$ cat config.mk
export PLATFORM = sky130hd
export DESIGN_NAME = perc_voice
export DESIGN_NICKNAME = d
export VERILOG_FILES = /design/src/rtl/drum_pkg.sv /design/src/rtl/sine_rom.sv /design/src/rtl/perc_voice.sv
export SDC_FILE = /design/constraint.sdc
export NUM_CORES = 1
export LEC_CHECK = 0
export ABC_AREA = 1
export CORE_ASPECT_RATIO = 1.2
export CORE_MARGIN = 4
export CORE_UTILIZATION = 64
export CTS_BUF_LIST = sky130_fd_sc_hd__clkbuf_2
export DETAILED_ROUTE_END_ITERATION = 6
export PLACE_DENSITY_LB_ADDON = 0.15
export SYNTH_ARGS = -nofsm -noshare
export SYNTH_HDL_FRONTEND = slang
export SYNTH_SLANG_ARGS = --single-unit
$ cat constraint.sdc
create_clock -name clk -period 21.1 [get_ports clk]
set_clock_uncertainty 0.05 [all_clocks]
set_input_delay 2.11 -clock clk [delete_from_list [all_inputs] [get_ports clk]]
set_output_delay 2.11 -clock clk [all_outputs]
set_load 0.02 [all_outputs]
$ cat src/rtl/drum_pkg.sv
// Shared types and constants for the percussion voice and its sine table.
package drum_pkg;

  localparam int unsigned SINE_W      = 10;
  localparam int unsigned SINE_ADDR_W = 8;
  localparam int unsigned SINE_MID    = 512;

  typedef enum logic [1:0] {
    ST_IDLE  = 2'd0,
    ST_DECAY = 2'd1,
    ST_CHOKE = 2'd2
  } state_t;

endpackage

$ cat src/rtl/sine_rom.sv
// Combinational 256-entry sine table, offset binary around SINE_MID.
// Each half-wave is the parabola x*(128-x)/8, clamped to +/-511.
module sine_rom
  import drum_pkg::*;
(
  input  logic [SINE_ADDR_W-1:0] i_addr,
  output logic [SINE_W-1:0]      o_sine_val
);

  logic [6:0]  w_x;
  logic [13:0] w_y;
  logic [8:0]  w_mag;

  assign w_x   = i_addr[6:0];
  assign w_y   = 14'(w_x) * (14'd128 - 14'(w_x));
  assign w_mag = (w_y >= 14'd4088) ? 9'd511 : 9'(w_y >> 3);

  assign o_sine_val = i_addr[SINE_ADDR_W-1] ? (SINE_W'(SINE_MID) - SINE_W'(w_mag))
                                            : (SINE_W'(SINE_MID) + SINE_W'(w_mag));

endmodule

$ cat src/rtl/perc_voice.sv
// One-shot percussion voice: pitch-swept sine oscillator with linear gain
// decay, fast choke fade and a two-stage registered gain multiply.
module perc_voice
  import drum_pkg::*;
#(
  parameter int unsigned OUT_W        = 10,
  parameter int unsigned GAIN_W       = 10,
  parameter int unsigned PHASE_W      = 16,
  parameter int unsigned DIV_W        = 6,
  parameter int unsigned START_PHASE  = 20000,
  parameter int unsigned RETRIG_PHASE = 1,
  parameter int unsigned CHOKE_STEP   = 16
) (
  input  logic               clk,
  input  logic               reset,
  input  logic               sample_tick,
  input  logic               trigger,
  input  logic               choke,
  input  logic [GAIN_W-1:0]  velocity,
  input  logic [PHASE_W-1:0] pitch_base,
  input  logic [PHASE_W-1:0] pitch_attack,
  input  logic [PHASE_W-1:0] pitch_step,
  input  logic [DIV_W-1:0]   pitch_div,
  input  logic [DIV_W-1:0]   decay_div,
  output logic [OUT_W-1:0]   out,
  output logic               active
);

  localparam int unsigned PROD_W  = SINE_W + 1 + GAIN_W;
  localparam int unsigned SHIFT   = GAIN_W + SINE_W - OUT_W;
  localparam logic [OUT_W-1:0] OUT_MID = OUT_W'(1) << (OUT_W - 1);

  state_t                     r_state, w_state_nxt;
  logic [PHASE_W-1:0]         r_phase, w_phase_nxt;
  logic [PHASE_W-1:0]         r_pitch_env, w_env_nxt;
  logic [GAIN_W-1:0]          r_gain, w_gain_nxt, w_gain_choke;
  logic [DIV_W-1:0]           r_pdiv, w_pdiv_nxt;
  logic [DIV_W-1:0]           r_gdiv, w_gdiv_nxt;
  logic                       r_trig_d;
  logic signed [PROD_W-1:0]   r_product, w_product;
  logic signed [SINE_W:0]     w_s;
  logic [SINE_W-1:0]          w_sine;
  logic [OUT_W-1:0]           r_out;
  logic                       r_active;
  logic                       w_hit;

  assign w_hit        = trigger && !r_trig_d && (velocity != '0);
  assign w_gain_choke = (r_gain > GAIN_W'(CHOKE_STEP)) ? (r_gain - GAIN_W'(CHOKE_STEP)) : '0;

  // State register
  always_ff @(posedge clk or posedge reset) begin
    if (reset)            r_state <= ST_IDLE;
    else if (sample_tick) r_state <= w_state_nxt;
  end

  // Next state: a velocity-qualified rising edge always wins
  always_comb begin
    w_state_nxt = r_state;
    if (w_hit) begin
      w_state_nxt = ST_DECAY;
    end else begin
      case (r_state)
        ST_DECAY: begin
          if (w_gain_nxt == '0) w_state_nxt = ST_IDLE;
          else if (choke)       w_state_nxt = ST_CHOKE;
        end
        ST_CHOKE: if (w_gain_nxt == '0) w_state_nxt = ST_IDLE;
        default:  w_state_nxt = ST_IDLE;
      endcase
    end
  end

  // Envelope outputs; a choke seen in DECAY already fades on that tick
  always_comb begin
    w_gain_nxt = r_gain;
    w_env_nxt  = r_pitch_env;
    w_pdiv_nxt = r_pdiv;
    w_gdiv_nxt = r_gdiv;
    if (w_hit) begin
      w_gain_nxt = velocity;
      w_env_nxt  = pitch_attack;
      w_pdiv_nxt = '0;
      w_gdiv_nxt = '0;
    end else begin
      case (r_state)
        ST_DECAY: begin
          if (choke) begin
            w_gain_nxt = w_gain_choke;
          end else begin
            if (r_pitch_env != '0) begin
              if (r_pdiv == pitch_div) begin
                w_pdiv_nxt = '0;
                w_env_nxt  = (r_pitch_env > pitch_step) ? (r_pitch_env - pitch_step) : '0;
              end else begin
                w_pdiv_nxt = r_pdiv + DIV_W'(1);
              end
            end
            if (r_gdiv == decay_div) begin
              w_gdiv_nxt = '0;
              w_gain_nxt = r_gain - GAIN_W'(1);
            end else begin
              w_gdiv_nxt = r_gdiv + DIV_W'(1);
            end
          end
        end
        ST_CHOKE: w_gain_nxt = w_gain_choke;
        default: begin
          w_gain_nxt = '0;
          w_env_nxt  = '0;
          w_pdiv_nxt = '0;
          w_gdiv_nxt = '0;
        end
      endcase
    end
  end

  assign w_phase_nxt = (w_hit && (RETRIG_PHASE != 0)) ? PHASE_W'(START_PHASE)
                                                      : (r_phase + pitch_base + r_pitch_env);

  sine_rom u_sine_rom (
    .i_addr     (r_phase[PHASE_W-1 -: SINE_ADDR_W]),
    .o_sine_val (w_sine)
  );

  assign w_s       = $signed({1'b0, w_sine}) - $signed((SINE_W + 1)'(SINE_MID));
  assign w_product = PROD_W'(w_s) * PROD_W'($signed({1'b0, r_gain}));

  // Datapath and output registers, advanced only on sample ticks
  always_ff @(posedge clk or posedge reset) begin
    if (reset) begin
      r_phase     <= '0;
      r_pitch_env <= '0;
      r_gain      <= '0;
      r_pdiv      <= '0;
      r_gdiv      <= '0;
      r_trig_d    <= 1'b0;
      r_product   <= '0;
      r_out       <= OUT_MID;
      r_active    <= 1'b0;
    end else if (sample_tick) begin
      r_phase     <= w_phase_nxt;
      r_pitch_env <= w_env_nxt;
      r_gain      <= w_gain_nxt;
      r_pdiv      <= w_pdiv_nxt;
      r_gdiv      <= w_gdiv_nxt;
      r_trig_d    <= trigger;
      r_product   <= w_product;
      r_out       <= OUT_MID + OUT_W'(r_product >>> SHIFT);
      r_active    <= (w_state_nxt != ST_IDLE);
    end
  end

  assign out    = r_out;
  assign active = r_active;

endmodule
==> impl_metrics.ini <==
[clocking]
cts_setup_buffers = 0
postCtsHoldBufs = 0
path_clk_slew_ns = 0.30
cts_buffer_depth = 2
cts_num_sinks = 78
cts_root_buf = clkbuf_2
ctsResizeCount = 0
cts_tree = done
htree_levels = 3
worstSkewPairLatency_ns = 0.60
cts_buffers = 9

[logic_synthesis]
synth-edff-count = 0
synthDistinctLibCells = 62
synthTopCellsByCount = inv_1, nand2_1, nor2_1
synth.most_common_cell = inv_1
syn_inst = 1633
async_flop_share_pct = 100
syn_avg_cell_area_um2 = 7.44
syn-cell-area_um2 = 12200
ys_top_cells_by_area = fa_1, dfrtp_1, ha_1, inv_1, nand2_1
yosysSeqAreaShare_pct = 16.1
synth-warning-count = 0
yosysTopAreaCellShare_pct = 22.7
synth_area_leader_cell = fa_1
synthFlopType = dfrtp_1
ys_seq_elements = 78

[worst_setup_path]
slowest_stage = dfrtp_1
cp_data_arrival_time_ns = 11.15
slowest_delay_ns = 0.63
critPathMaxFanout = 12
required_ns = 21.57
crit_type = reg2reg
cp-end-kind = flip-flop
crit_path_start_kind = flip-flop

[sta]
grt_setup_unrepaired = false
hold_violations = 0
slew_headroom_pct = 33.5
setup_tns_ns = 0
drv_slew = 0
setup_viol = 0
final.period_utilization_pct = 50.6
tightest_slew_ns = 0.998
max_freq_mhz = 93.7
layout_min_cycle_time_ns = 10.68

[grt]
grt_pass1_vias = 11100
grt_pass1_wl_mm = 50.8
gr-total-overflow = 0
grt_antenna_before_repair = 2
grt_max_degree = 79
track_usage_pct = 29.0

[final_layout]
fin_area_um2 = 13300
drive_above_1_share_pct = 5.84
fin_nets = 2040
area_delta_synth_final_pct = 9.73
fin_cells = 1965

[placement]
placed_area_um2 = 13200
place_hpwl_mm = 24.8
dp_cells = 1948
gp_congestion = 0.959
port_buffers = 85

[route]
vias = 10800
routed_wl_mm = 29.4
ant_nets = 0
drt_iter0_drc = 615
wire_per_inst_um = 14.9
viasPerCell = 5.49
first_pass_iters = 6
drc_errors = 0

[job]
max_cap_violations = 0

[floorplanning]
num_io_pins = 86
start_util_pct = 65.9
coreArea_um2 = 18400
dieHeight_um = 159
rows = 54
die-area_um2 = 21300
die_w_um = 134

[outcome]
status = completed

[hold_path]
hold_path_class = reg2reg
metal layers:
layer | GRT usage (%) | share of wire (%) | vias up
met2 | 49.9 | 50 | 401
met1 | 36.5 | 40 | 5019
met3 | 3.73 | 5.5 | 107
li1 | - | - | 5259
met5 | 0 | 0.058 | -
met4 | 13.0 | 4.8 | 2
cell usage in the layout (no fill, tap or decap), types with 4 or more instances in the layout:
cell / n
inv_1: 333
nand2_1: 308
nor2_1: 162
fa_1: 138
ha_1: 120
a21oi_1: 90
o21ai_0: 84
clkdlybuf4s50_1: 84
dfrtp_1: 77
nand3_1: 53
nor3_1: 23
inv_2: 19
xor2_1: 17
nand4_1: 16
nand2_2: 16
xnor2_1: 15
or2_2: 9
o22ai_1: 9
nor2_4: 9
clkbuf_2: 9
a31oi_1: 8
o21ai_1: 8
a22oi_1: 8
nor4_1: 7
nor2_2: 6
o21bai_1: 6
conb_1: 6
o31ai_1: 5
nand3_2: 5
a22o_1: 4
nand3b_1: 4
inv_6: 4
buf_4: 4
cells by family after synthesis:
group | after synthesis | synth area share, %
AND/OR/NAND/NOR | 634 | 23.0
buffers and inverters | 387 | 12.2
other | 1 | 0.0308
AO/OA/AOI/OAI | 242 | 11.2
flip-flops | 78 | 16.1
adder cells (fa/ha/maj) | 258 | 35.1
XOR/XNOR | 33 | 2.44
final cells by class:
| type | instances | area [um2] |
|---|---|---|
| Antenna cell | 1 | 2.50 |
| Multi-Input combinational cell | 1173 | 8740 |
| Clock buffer | 9 | 45.0 |
| Tap cell | 252 | 315 |
| Fill cell | 1533 | 5110 |
| Inverter | 356 | 1350 |
| Timing Repair Buffer | 89 | 876 |
| Clock inverter | 7 | 61.3 |
| Sequential cell | 78 | 1950 |
flip-flops by register name, summed over array words and instances, names as in the netlist, 2 cells and up:
register     count
r_pdiv           6
r_gain          10
r_gdiv           6
r_product       10
r_pitch_env     16
out             10
r_phase         16
r_state          2
final timing paths:
check,slack [ns],depth (start not counted),endpoint,startpoint
worst min-delay path,0.44,1,out[9],r_product[19]
worst max-delay path,10.42,49,r_product[13],r_phase[8]
worst min register to register,0.44,1,out[9],r_product[19]
max in group asynchronous,18.27,3,r_phase[15],reset
min in group asynchronous,2.06,3,r_phase[0],reset
worst max register to register,10.42,49,r_product[13],r_phase[8]
metrics by stage:
stage	hold slack (ns)	util [%]	setup WS (ns)
floorplan	0.356	-	11.11
global placement	0.406	71.7	10.63
detailed placement	0.403	71.7	10.45
CTS	0.435	72.3	10.47
global route	0.435	72.3	9.62
finish	0.443	72.3	10.42
worst max-delay path: cells and delay by family, from the launching register on:
| family | cells | cell delay [ns] |
|---|---|---|
| DFF | 1 | 0.63 |
| AOI/OAI and AO/OA | 5 | 0.73 |
| and+or+nand+nor | 19 | 2.30 |
| buffers and inverters | 11 | 0.83 |
| adders and majority gates | 14 | 6.04 |
Power is not shown: default switching activity piles up to over one toggle a cycle in this logic, so the estimate is an artifact.
